--- src/rtl/param_deserializer.sv ---
// Serial-to-parallel converter for the UART Rx path: gathers WIDTH bits in either
// bit order, optionally checks a trailing parity bit, and hands each word out on valid/ready.
module param_deserializer #(
    parameter int WIDTH = 8,
    parameter int CNT_W = 4
) (
    input  logic             CLK,
    input  logic             RST,
    input  logic             frame_start,
    input  logic             deser_en,
    input  logic             sampled_bit,
    input  logic             msb_first,
    input  logic             par_en,
    input  logic             par_typ,
    output logic [WIDTH-1:0] P_DATA,
    output logic             data_valid,
    input  logic             data_ready,
    output logic             par_err,
    output logic             overrun,
    output logic             busy
);

    typedef enum logic [1:0] {IDLE, DATA, PAR} state_t;

    localparam logic [CNT_W-1:0] CNT_LAST = CNT_W'(WIDTH - 1);
    localparam logic [CNT_W-1:0] CNT_MAX  = '1;

    state_t           state_reg, state_next;
    logic [WIDTH-1:0] shift_reg, shift_next;
    logic [CNT_W-1:0] cnt_reg;
    logic             acc_reg, msb_reg, par_en_reg, par_typ_reg;
    logic             done_reg, done_err_reg;
    logic [WIDTH-1:0] done_word_reg;
    logic             last_bit, complete, complete_err;
    logic [WIDTH-1:0] complete_word;

    always_comb begin
        shift_next = msb_reg ? {shift_reg[WIDTH-2:0], sampled_bit}
                             : {sampled_bit, shift_reg[WIDTH-1:1]};
        last_bit   = (cnt_reg == CNT_LAST);
    end

    // State register
    always_ff @(posedge CLK or negedge RST) begin
        if (!RST) state_reg <= IDLE;
        else      state_reg <= state_next;
    end

    // Next-state logic; frame_start restarts collection from any state
    always_comb begin
        state_next = state_reg;
        if (frame_start) begin
            state_next = DATA;
        end else begin
            case (state_reg)
                DATA:    if (deser_en && last_bit) state_next = par_en_reg ? PAR : IDLE;
                PAR:     if (deser_en) state_next = IDLE;
                default: state_next = state_reg;
            endcase
        end
    end

    // Output logic: completion strobe and the word/error it carries
    always_comb begin
        busy          = (state_reg != IDLE);
        complete      = 1'b0;
        complete_word = shift_next;
        complete_err  = 1'b0;
        if (!frame_start && deser_en) begin
            if (state_reg == DATA && last_bit && !par_en_reg) begin
                complete = 1'b1;
            end else if (state_reg == PAR) begin
                complete      = 1'b1;
                complete_word = shift_reg;
                complete_err  = sampled_bit ^ acc_reg ^ par_typ_reg;
            end
        end
    end

    always_ff @(posedge CLK or negedge RST) begin
        if (!RST) begin
            shift_reg   <= '0;
            cnt_reg     <= '0;
            acc_reg     <= 1'b0;
            msb_reg     <= 1'b0;
            par_en_reg  <= 1'b0;
            par_typ_reg <= 1'b0;
        end else if (frame_start) begin
            shift_reg   <= '0;
            cnt_reg     <= '0;
            acc_reg     <= 1'b0;
            msb_reg     <= msb_first;
            par_en_reg  <= par_en;
            par_typ_reg <= par_typ;
        end else if (state_reg == DATA && deser_en) begin
            shift_reg <= shift_next;
            acc_reg   <= acc_reg ^ sampled_bit;
            if (cnt_reg != CNT_MAX) cnt_reg <= cnt_reg + CNT_W'(1);
        end
    end

    // Completion is staged one cycle before it reaches the output register
    always_ff @(posedge CLK or negedge RST) begin
        if (!RST) begin
            done_reg      <= 1'b0;
            done_word_reg <= '0;
            done_err_reg  <= 1'b0;
        end else begin
            done_reg      <= complete;
            done_word_reg <= complete_word;
            done_err_reg  <= complete_err;
        end
    end

    always_ff @(posedge CLK or negedge RST) begin
        if (!RST) begin
            P_DATA     <= '0;
            data_valid <= 1'b0;
            par_err    <= 1'b0;
            overrun    <= 1'b0;
        end else begin
            overrun <= 1'b0;
            if (done_reg) begin
                if (!data_valid || data_ready) begin
                    P_DATA     <= done_word_reg;
                    par_err    <= done_err_reg;
                    data_valid <= 1'b1;
                end else begin
                    overrun <= 1'b1;
                end
            end else if (data_valid && data_ready) begin
                data_valid <= 1'b0;
            end
        end
    end

endmodule

--- config.mk ---
export PLATFORM = sky130hd
export DESIGN_NAME = param_deserializer
export DESIGN_NICKNAME = d
export VERILOG_FILES = /design/src/rtl/param_deserializer.sv
export SDC_FILE = /design/constraint.sdc
export NUM_CORES = 1
export LEC_CHECK = 0
export ABC_AREA = 1
export BUFFER_PORTS_ARGS = -buffer_cell sky130_fd_sc_hd__buf_4
export CORE_ASPECT_RATIO = 0.6
export CORE_MARGIN = 1
export CORE_UTILIZATION = 37
export CTS_BUF_LIST = sky130_fd_sc_hd__clkbuf_8
export CTS_CLUSTER_SIZE = 14
export DETAILED_ROUTE_END_ITERATION = 7
export HOLD_SLACK_MARGIN = 0.1
export PLACE_DENSITY = 0.59
export SLEW_MARGIN = 10
export SYNTH_ARGS = -nofsm -noshare
export SYNTH_HDL_FRONTEND = slang
export SYNTH_SLANG_ARGS = --single-unit
--- constraint.sdc ---
create_clock -name CLK -period 2.5 [get_ports CLK]
set_input_delay 0.125 -clock CLK [delete_from_list [all_inputs] [get_ports CLK]]
set_output_delay 0.125 -clock CLK [all_outputs]
set_load 0.01 [all_outputs]
**Word-level counts from Yosys, hierarchy flattened**

Cells that the tools add are included.

- Input bits: 9
- Output and inout port bits: 12
- Bits in writable memories: 0
- Word-level logic and storage cells: 70
- Memories: 0
- Latch bits: 0
- Memory bits (read-only): 0
- Flip-flop bits (word level): 39

- Multiply operators: 0
- Bitwise logic cells: 2
- Order comparisons: 0
- Shifts and indexed selects: 0
- Add/subtract/negate cells: 1
- Muxes and demuxes: 27
- Eq/ne operators: 7
- Divide/modulo/power cells: 0
- Reductions and logical operators: 19

Operator list:

| cell | number |
|---|---|
| 8-bit two-way mux | 6 |
| 1-bit two-way mux | 13 |
| 4-bit two-way mux | 3 |
| 2-bit two-way mux | 4 |
| 2-bit nonzero test | 4 |
| 1-bit logical AND | 6 |
| 3-bit != test (second input constant) | 2 |
| 2-bit AND reduction | 3 |
| 4-bit by 1-bit adder with 4-bit output (second input constant) | 1 |
| 4-bit by 3-bit equality test with 1-bit output (second input constant) | 1 |
| 4-bit != test (second input constant) | 1 |
| 2-bit one-hot mux with 2 select lines | 1 |
| 1-bit logical NOT | 3 |
| 3-bit AND reduction | 1 |
| 3-bit nonzero test | 1 |
| 2-bit by 1-bit equality test with 1-bit output (second input constant) | 1 |
| 2-bit equality test (second input constant) | 1 |
| 2-bit by 1-bit != test with 1-bit output (second input constant) | 1 |
| 1-bit bitwise XOR | 2 |
| 1-bit logical OR | 1 |

**Longest topological paths before layout**

Gate-level depths: netlist (run 1).

- Depth in word-level cells: 5
- Gate-level depth with buffers: 6
- Gate-level depth less buffers: 6

**Worst setup path after synthesis (run 1)**

No wires, ideal clock.

- Path kind: reg-to-reg
- Start point: register cnt_reg[0]
- End point: register cnt_reg[2]
- Library setup time: 0.121 ns
- Path slack: 1.323 ns
- Stages on the path, launching flop included: 5
- Required time: 2.379 ns
- Data arrival time: 1.056 ns
- Buffers on the path: 0
- Clock period less this slack: 1.177 ns
- Path through: dfrtp_1 -> ha_1 -> or2_2 -> nand3_1 -> o21ai_1

- Cells in the longest elaborated chain, start to end: 4
- Elaborated cells on any way between the ends: 7
- Classes of those cells: add/sub (1); eq/ne (1); mux (3); reduce/logical (2)

Ends and longest elaborated chain:

| element | line | source |
|---|---|---|
| start: declaration | 30 | `logic [CNT_W-1:0] cnt_reg;` |
| start signal: assignment | 98 | `if (cnt_reg != CNT_MAX) cnt_reg <= cnt_reg + CNT_W'(1);` |
| 4-bit by 1-bit adder with 4-bit output | 98 |  |
| 4-bit two-way mux | 98 |  |
| 4-bit two-way mux | 95 | `end else if (state_reg == DATA && deser_en) begin` |
| 4-bit two-way mux | 88 | `end else if (frame_start) begin` |

Parallel ways exist; a longest one is shown, timed or not. The select of a mux whose other input is x is not followed.
A chain may end at the register's enable or synchronous reset.

**Worst setup path after layout (run 1)**

- Start point: register msb_reg
- End point: register shift_reg[0]

- Cells in the longest elaborated chain, start to end: 3

Ends and longest elaborated chain:

| element | line | source |
|---|---|---|
| start: declaration | 31 | `logic acc_reg, msb_reg, par_en_reg, par_typ_reg;` |
| start signal: assignment | 92 | `msb_reg <= msb_first;` |
| 8-bit two-way mux | 38 | `shift_next = msb_reg ? {shift_reg[WIDTH-2:0], sampled_bit}` |
| 8-bit two-way mux | 95 |  |
| 8-bit two-way mux | 88 |  |
| end signal: assignment | 96 | `shift_reg <= shift_next;` |
| end: declaration | 29 | `logic [WIDTH-1:0] shift_reg, shift_next;` |

No other way between the ends. The select of a mux whose other input is x is not followed.

==> results of run 1 <==
-- per-stage QoR --
| step | instance area (µm²) | hold WS [ps] |
|---|---|---|
| 2_1_floorplan | 1780 | -171 |
| 3_3_place_gp | 1970 | 133 |
| 3_5_place_dp | 1970 | 122 |
| 4_1_cts | 2120 | 137 |
| 5_1_grt | 2120 | 139 |
| 6_report | 2120 | 132 |
-- layer usage --
metal	share of wire, %	up-vias	track usage [%]	wire, µm
li1	-	660	-	-
met1	57	580	22.8	1850
met2	38	33	17.7	1230
met3	5.1	5	4.23	166
met4	0.61	0	4.08	20
met5	0	-	0	0
-- critical path, stage by stage, from the launching register on --
cell and delay [ps]:
dfrtp_1 550, inv_1 150, o21ai_0 350, o21ai_2 100
-- what timing repair did --
item / in CTS / in global routing
endpoints found under the hold margin: 42 / 0
hold buffers: 6 / 0
resized for setup: 0 / 0
-- area by class of cell --
class,count,area (µm²)
Tap cell,63,78.8
Multi-Input combinational cell,122,698
Clock buffer,5,68.8
Inverter,17,68.8
Sequential cell,39,976
Timing Repair Buffer,26,210
Fill cell,451,2470
Clock inverter,3,16.3
-- layout by cell type (no fill, tap or decap), drive strengths merged --
master       count
or2              1
dfrtp           39
xnor2            1
a22oi            1
clkinvlp         1
clkinv           1
nor2             6
buf             20
nand4            3
o21ai           26
clkbuf           5
ha               1
inv             18
o211ai           1
nand3           18
nand2           57
o22ai            7
dlygate4sd3      6
-- final timing paths --
kind / end / slack, ps / depth (start not counted)
max: shift_reg[0] / 1230 / 3
min: msb_reg / 130 / 2
max reg2reg: shift_reg[0] / 1230 / 3
min reg2reg: P_DATA[2] / 480 / 2
max in group asynchronous: done_word_reg[1] / 1810 / 2
min in group asynchronous: overrun / 340 / 2
-- power by group through the flow --
stage	Combinational (W)	Sequential, W	Clock (W)
3_5_place_dp	0.000127	0.000705	0
4_1_cts	0.000137	0.000693	0.000419
3_3_place_gp	0.000128	0.000704	0
6_report	0.000135	0.000693	0.000405
5_1_grt	0.000152	0.000698	0.000457
2_1_floorplan	0.0000840	0.000698	0
-- logic make-up (layout without fill, tap and decap cells) --
family	after synthesis	in the layout	share of synthesized area, %
xor gates and xnor gates	1	1	0.492
DFF	39	39	54.8
AOI/OAI and AO/OA	35	35	14.0
adders and majority gates	1	1	0.702
and+or+nand+nor	85	85	24.0
buffers and inverters	22	51	6.04
==> results by group, run 1 <==
Run status
  • Status: complete, no violations

Synthesis
  • Seq/Total Area, Yosys: 54.8%
  • Avg Inst Size Synth: 9.74 µm²
  • Synth cell types: 28
  • Synth area leaders: dfrtp_1, nand2_1, nand3_1
  • Largest area contributor in the netlist: dfrtp_1
  • Top cells by count, synth: nand2_1, dfrtp_1, nand3_1
  • Most frequent cell after synthesis: nand2_1
  • Post-Syn Area: 0.00178 mm²
  • Cells after synthesis: 183
  • #FFs+latches synth: 39
  • Post-synth top area share: 54.8%
  • Top_reg_cell synth: dfrtp_1
  • Post-synth ARST share: 100%
  • Syn Nets: about 190
  • EDFF count, synth: 0
  • Yosys warnings: 0

Floorplan
  • Io pins: 21
  • Die W: about 92 µm
  • Core Region: 0.00459 mm²
  • Die area: 0.00511 mm²
  • Initial core utilization: 38.8%
  • Die height: about 56 µm
  • Rows: 19

Setup path
  • FF-to-FF Start: msb_reg
  • Setup crit start: msb_reg
  • WS Path Type: reg2reg
  • Critical Path Source Type: register
  • Required time of the worst setup path: between 2000 and 3000 ps
  • Worst path arrival time: 1440 ps
  • Critical Path End Type: register
  • CP Max Fanout: 13

Timing
  • Pins over their slew limit: 0
  • Unrepaired setup endpoints after global routing: no
  • Final hold vios: 0
  • Post-Route Setup TNS: 0 ps
  • Worst Tran Pin Value: 491 ps
  • Worst clock skew: between 5 and 6 ps
  • Tmin final: 1270 ps
  • Final setup viols: 0
  • Peak Freq: 787 MHz
  • Relative slew slack: 67.2%
  • Crit path setup slack, layout: 1230 ps
  • Ratio of final minimum period to clock period: 50.8%

GRT
  • Vias in the first global route: between 1,000 and 1,500
  • First-pass GRT wire length: 5.62 mm
  • Total Routing Usage GR: 14.2%
  • Largest net degree at the start of global routing: 40
  • Initial antenna violation count: 0
  • Total global routing overflow: 0

CTS
  • CTS tree: done
  • Inserted Clock Buffers: 5
  • Reg clk slew, reported paths: 70 ps
  • Max Root-Sink Buffers: 2
  • # Post-CTS Setup Buffers: 0
  • H-tree depth: 2
  • Clock Tree Root: clkbuf_8
  • Clock sink count: 39
  • Clock Latency Late Sink: 290 ps

Pwr
  • Share of power burned in combinational logic: ~11%
  • Cell Int Power: 0.000913 W
  • Pwr per Cell Area: 583 mW/mm²
  • Leak: 1.06 nW
  • Sw Ratio: 26.0%
  • Psw: 0.000321 W
  • Sequential Power Share: 56.2%
  • Final Power: 0.00123 W
  • Worst VDD drop: approximately 0.00021 V
  • Clock network power share: between 30 and 40%

Place
  • RePlAce Congestion: 0.747
  • Pre-CTS WS: 1240 ps
  • Final HPWL DP: ~2.3 mm
  • Post-Place Cells: roughly 260
  • Port Buffers: 20

Detailed routing
  • DRT antenna net count: 0
  • Drt pass-1 iters: 4
  • Vias/cell: 4.65
  • Wirelength per Cell: 11.9 µm
  • DRT Wirelength: 3.26 mm
  • Initial drt markers: 41
  • DRC: 0
  • Via count: between 1,000 and 1,500

Job
  • Max-cap viol count: 0

Final layout
  • Synth-to-layout area growth: 18.8%
  • Post-Layout Cell Count: 275
  • Share of layout cells above drive strength 1: 25.0%
  • N_diodes: 0
  • Final Util: between 40% and 50%
  • Final nets: 221

Worst hold path
  • Worst hold path startpoint: frame_start
  • Min-delay worst type: in2reg
(Power assumes the default switching activity.)
==> run 2: changes to the inputs <==
--- a/config.mk
+++ b/config.mk
@@ -5,7 +5,7 @@
 export SDC_FILE = /design/constraint.sdc
 export NUM_CORES = 1
 export LEC_CHECK = 0
-export ABC_AREA = 1
+export ABC_AREA = 0
 export BUFFER_PORTS_ARGS = -buffer_cell sky130_fd_sc_hd__buf_4
 export CORE_ASPECT_RATIO = 0.6
 export CORE_MARGIN = 1
@@ -14,7 +14,7 @@
 export CTS_CLUSTER_SIZE = 14
 export DETAILED_ROUTE_END_ITERATION = 7
 export HOLD_SLACK_MARGIN = 0.1
-export PLACE_DENSITY = 0.59
+export PLACE_DENSITY = 0.61
 export SLEW_MARGIN = 10
 export SYNTH_ARGS = -nofsm -noshare
 export SYNTH_HDL_FRONTEND = slang
==> constraint.sdc (replaced) <==
create_clock -name CLK -period 1.05 [get_ports CLK]
set_input_delay 0.0525 -clock CLK [delete_from_list [all_inputs] [get_ports CLK]]
set_output_delay 0.0525 -clock CLK [all_outputs]
set_load 0.01 [all_outputs]
==> run 2 against run 1 <==
  * The flow now finishes with violations (negative setup slack)
  * Total power up 140%
  * Design area is 12% higher
  * Sequential power rose by 140%
  * Synthesized cell count shrank 26%
  * Setup slack got worse by 1400 ps
  * Core utilization rose by 10 points
  * Largest cell class unchanged
  * Critical path depth rose by 2
  * First-iteration DRC count increased by 51%
  * Via count fell by 5.6%
  * Final cell count decreased by 13%
==> results by group, run 2 <==
Timing
  • Unrepaired setup endpoints after global routing: yes (was no)
  • Final hold vios: 0 (unchanged)
  • Final setup viols: 34 (was 0)
  • Ratio of final minimum period to clock period: 118% (was 50.8%)
  • Relative slew slack: 67.5% (was 67.2%)
  • Post-Route Setup TNS: -2710 ps (was 0 ps)
  • Worst clock skew: 4.60 ps (was 5.08 ps)
  • Crit path setup slack, layout: -193 ps (was 1230 ps)
  • Pins over their slew limit: 0 (unchanged)
  • Worst Tran Pin Value: 487 ps (was 491 ps)
  • Tmin final: 1240 ps (was 1270 ps)
  • Peak Freq: 804 MHz (was 787 MHz)

Setup path
  • Critical Path End Type: register (unchanged)
  • Reg2reg path depth: 5 (was 3)
  • Flop2flop setup slack: -190 ps (was 1230 ps)
  • Slowest-stage cell, CP: dfrtp_1 (unchanged)
  • CP Max Fanout: 3 (was 13)
  • RR Endpoint: cnt_reg[1] (was shift_reg[0])
  • Critical Path Source Type: register (unchanged)
  • Ordered cell list for the critical path: ha_2 > nand3_2 > and2_4 > buf_6 > mux2i_2 (was inv_1 > o21ai_0 > o21ai_2)
  • Max incr delay on CP: 400 ps (was 550 ps)
  • FF-to-FF Start: cnt_reg[1] (was msb_reg)
  • Worst path arrival time: 1450 ps (was 1440 ps)
  • Required time of the worst setup path: 1260 ps (was 2670 ps)
  • WS Path Type: reg2reg (unchanged)

Floorplan
  • Initial core utilization: 39.7% (was 38.8%)
  • Die area: 0.00482 mm² (was 0.00511 mm²)
  • Die height: 54.2 µm (was 55.8 µm)
  • Io pins: 21 (unchanged)
  • Die W: 89.0 µm (was 91.6 µm)
  • Core Region: 0.00423 mm² (was 0.00459 mm²)
  • Rows: 18 (was 19)

CTS
  • H-tree depth: 2 (unchanged)
  • Clock sink count: 39 (unchanged)
  • Inserted Clock Buffers: 5 (unchanged)
  • Clock Latency Late Sink: 300 ps (was 290 ps)
  • Max Root-Sink Buffers: 2 (unchanged)
  • Clock Tree Root: clkbuf_8 (unchanged)
  • CTS tree: done (unchanged)
  • Reg clk slew, reported paths: 70 ps (about the same)

Worst hold path
  • Min-delay worst type: in2reg (unchanged)
  • Worst hold path startpoint: deser_en (was frame_start)
  • WHS Path Cells: 3 (was 2)
  • Hold Path Sink: state_reg[1] (was msb_reg)

Place
  • RePlAce Congestion: 0.715 (was 0.747)
  • Final HPWL DP: 2.20 mm (was 2.27 mm)
  • Port Buffers: 20 (unchanged)
  • Dpl cell area: 0.00204 mm² (was 0.00197 mm²)

Pwr
  • Pwr per Cell Area: 1260 mW/mm² (was 583 mW/mm²)
  • Leak: 1.15 nW (was 1.06 nW)
  • Final Power: 0.00301 W (was 0.00123 W)
  • Worst VDD drop: 0.000749 V (was 0.000214 V)

Detailed routing
  • Wirelength per Cell: 15.0 µm (was 11.9 µm)
  • Via count: 1,206 (was 1,278)
  • Vias/cell: 5.05 (was 4.65)
  • DRT Wirelength: 3.58 mm (was 3.26 mm)
  • DRT antenna net count: 0 (unchanged)
  • DRC: 0 (unchanged)
  • Initial drt markers: 62 (was 41)
  • Drt pass-1 iters: 4 (unchanged)

Final layout
  • Synth-to-layout area growth: 41.8% (was 18.8%)
  • N_diodes: 0 (unchanged)
  • Final instance area: 0.00238 mm² (was 0.00212 mm²)
  • Share of layout cells above drive strength 1: 46.9% (was 25.0%)
  • Commonest non-fill, non-tap cell in the layout: dfrtp_1 (was nand2_1)
  • Commonest cells after routing, fill and taps aside: dfrtp_1, buf_4, nor2_1 (was nand2_1, dfrtp_1, buf_4)
  • Final Util: 56.2% (was 46.1%)
  • Final nets: 188 (was 221)

Synthesis
  • Largest area contributor in the netlist: dfrtp_1 (unchanged)
  • Synth area leaders: dfrtp_1, mux2_2, mux2i_1 (was dfrtp_1, nand2_1, nand3_1)
  • Top cells by count, synth: dfrtp_1, nor2_1, mux2_2 (was nand2_1, dfrtp_1, nand3_1)
  • Cells after synthesis: 135 (was 183)
  • Yosys warnings: 0 (unchanged)
  • Synth cell types: 36 (was 28)
  • Most frequent cell after synthesis: dfrtp_1 (was nand2_1)
  • Post-Syn Area: 0.00168 mm² (was 0.00178 mm²)
  • Syn Nets: 145 (was 193)
  • EDFF count, synth: 0 (unchanged)
  • Top_reg_cell synth: dfrtp_1 (unchanged)
  • #FFs+latches synth: 39 (unchanged)
  • Post-synth top area share: 58.1% (was 54.8%)
  • Seq/Total Area, Yosys: 58.1% (was 54.8%)
  • Post-synth ARST share: 100% (unchanged)
  • Avg Inst Size Synth: 12.4 µm² (was 9.74 µm²)

Run status
  • Failing checks: negative setup slack
  • Status: finished with violations (was complete, no violations)

GRT
  • Initial antenna violation count: 0 (unchanged)
  • Largest net degree at the start of global routing: 40 (unchanged)
  • First-pass GRT wire length: 5.48 mm (was 5.62 mm)
  • Total global routing overflow: 0 (unchanged)
  • Vias in the first global route: 1,110 (was 1,164)
  • Total Routing Usage GR: 16.6% (was 14.2%)

Job
  • Max-cap viol count: 0 (unchanged)
==> run 2: cell types whose count changed in the layout (fill, tap and decap cells not counted), moves of 7 or more <==
cell and delta:
a211oi_2 +8, a21oi_1 +8, buf_4 +7, inv_1 -12, mux2_4 +10, mux2i_1 +7
nand2_1 -52, nand3_1 -17, nor2_1 +17, o21ai_0 -11, o21ai_1 -9
==> run 2: layer usage <==
layer / up-vias / share of wire, % / routed length [µm] / global-route usage [%]
met5: - / 0 / 0 / 0
met4: 0 / 2.8 / 102 / 11.9
met3: 10 / 6.9 / 247 / 4.75
met2: 43 / 43 / 1530 / 22.9
met1: 592 / 47 / 1700 / 22.3
li1: 561 / - / - / -
==> run 2: critical path: cells and delay by family, from the launching register on <==
family | cells | cell delay, ps
AND/OR/NAND/NOR | 2 | 210
multiplexers | 1 | 230
flip-flops | 1 | 400
adder cells (fa/ha/maj) | 1 | 210
buffers and inverters | 1 | 90
==> run 2: cell families (layout without fill, tap and decap cells) <==
group,after synthesis,count (layout),synth area share [%]
compound gates,24,24,9.84
xor+xnor,2,2,1.04
fa+ha+maj,1,1,0.745
buf+inv,8,51,3.58
flops,39,39,58.1
mux,22,22,14.3
simple gates,39,40,12.4
==> run 2: through the flow <==
step	hold WS [ps]	cells	setup WS (ps)
5_1_grt	132	239	-230
6_report	112	239	-193
3_3_place_gp	46.9	218	-128
4_1_cts	39.4	235	-185
2_1_floorplan	-243	135	-163
3_5_place_dp	49.7	218	-192
==> run 2: power by group <==
part	internal, W	leakage (nW)	switching, W
clock	0.000454	0.0453	0.000535
sequential	0.00158	0.515	0.0000532
combinational	0.000200	0.590	0.000189
total	0.00223	1.15	0.000777
==> run 2: worst max-delay path by stage <==
stage	endpoint	from	cells after the start	slack [ps]
final	cnt_reg[1]	cnt_reg[1]	5	-190
after floorplan	cnt_reg[0]	state_reg[1]	3	-160
after global placement	cnt_reg[3]	state_reg[1]	4	-130
after global routing	cnt_reg[1]	state_reg[1]	4	-230
after detailed placement	cnt_reg[3]	state_reg[1]	4	-190
after CTS	cnt_reg[1]	state_reg[1]	4	-190
==> run 2: final cells by class <==
class | count | area, µm²
fill | 356 | 1850
sequential | 39 | 978
multi-input combinational | 89 | 831
timing repair buffer | 42 | 408
tap | 60 | 75.1
clock buffer | 5 | 68.8
clock inverter | 3 | 16.3
inverter | 1 | 3.75
==> run 2: timing repair <==
item,CTS,global route
resized for setup,15,7
endpoints found under the hold margin,46,1
cloned,3,0
setup endpoints to repair,33,35
setup buffers,1,3
pin swaps,14,3
hold buffers,5,1
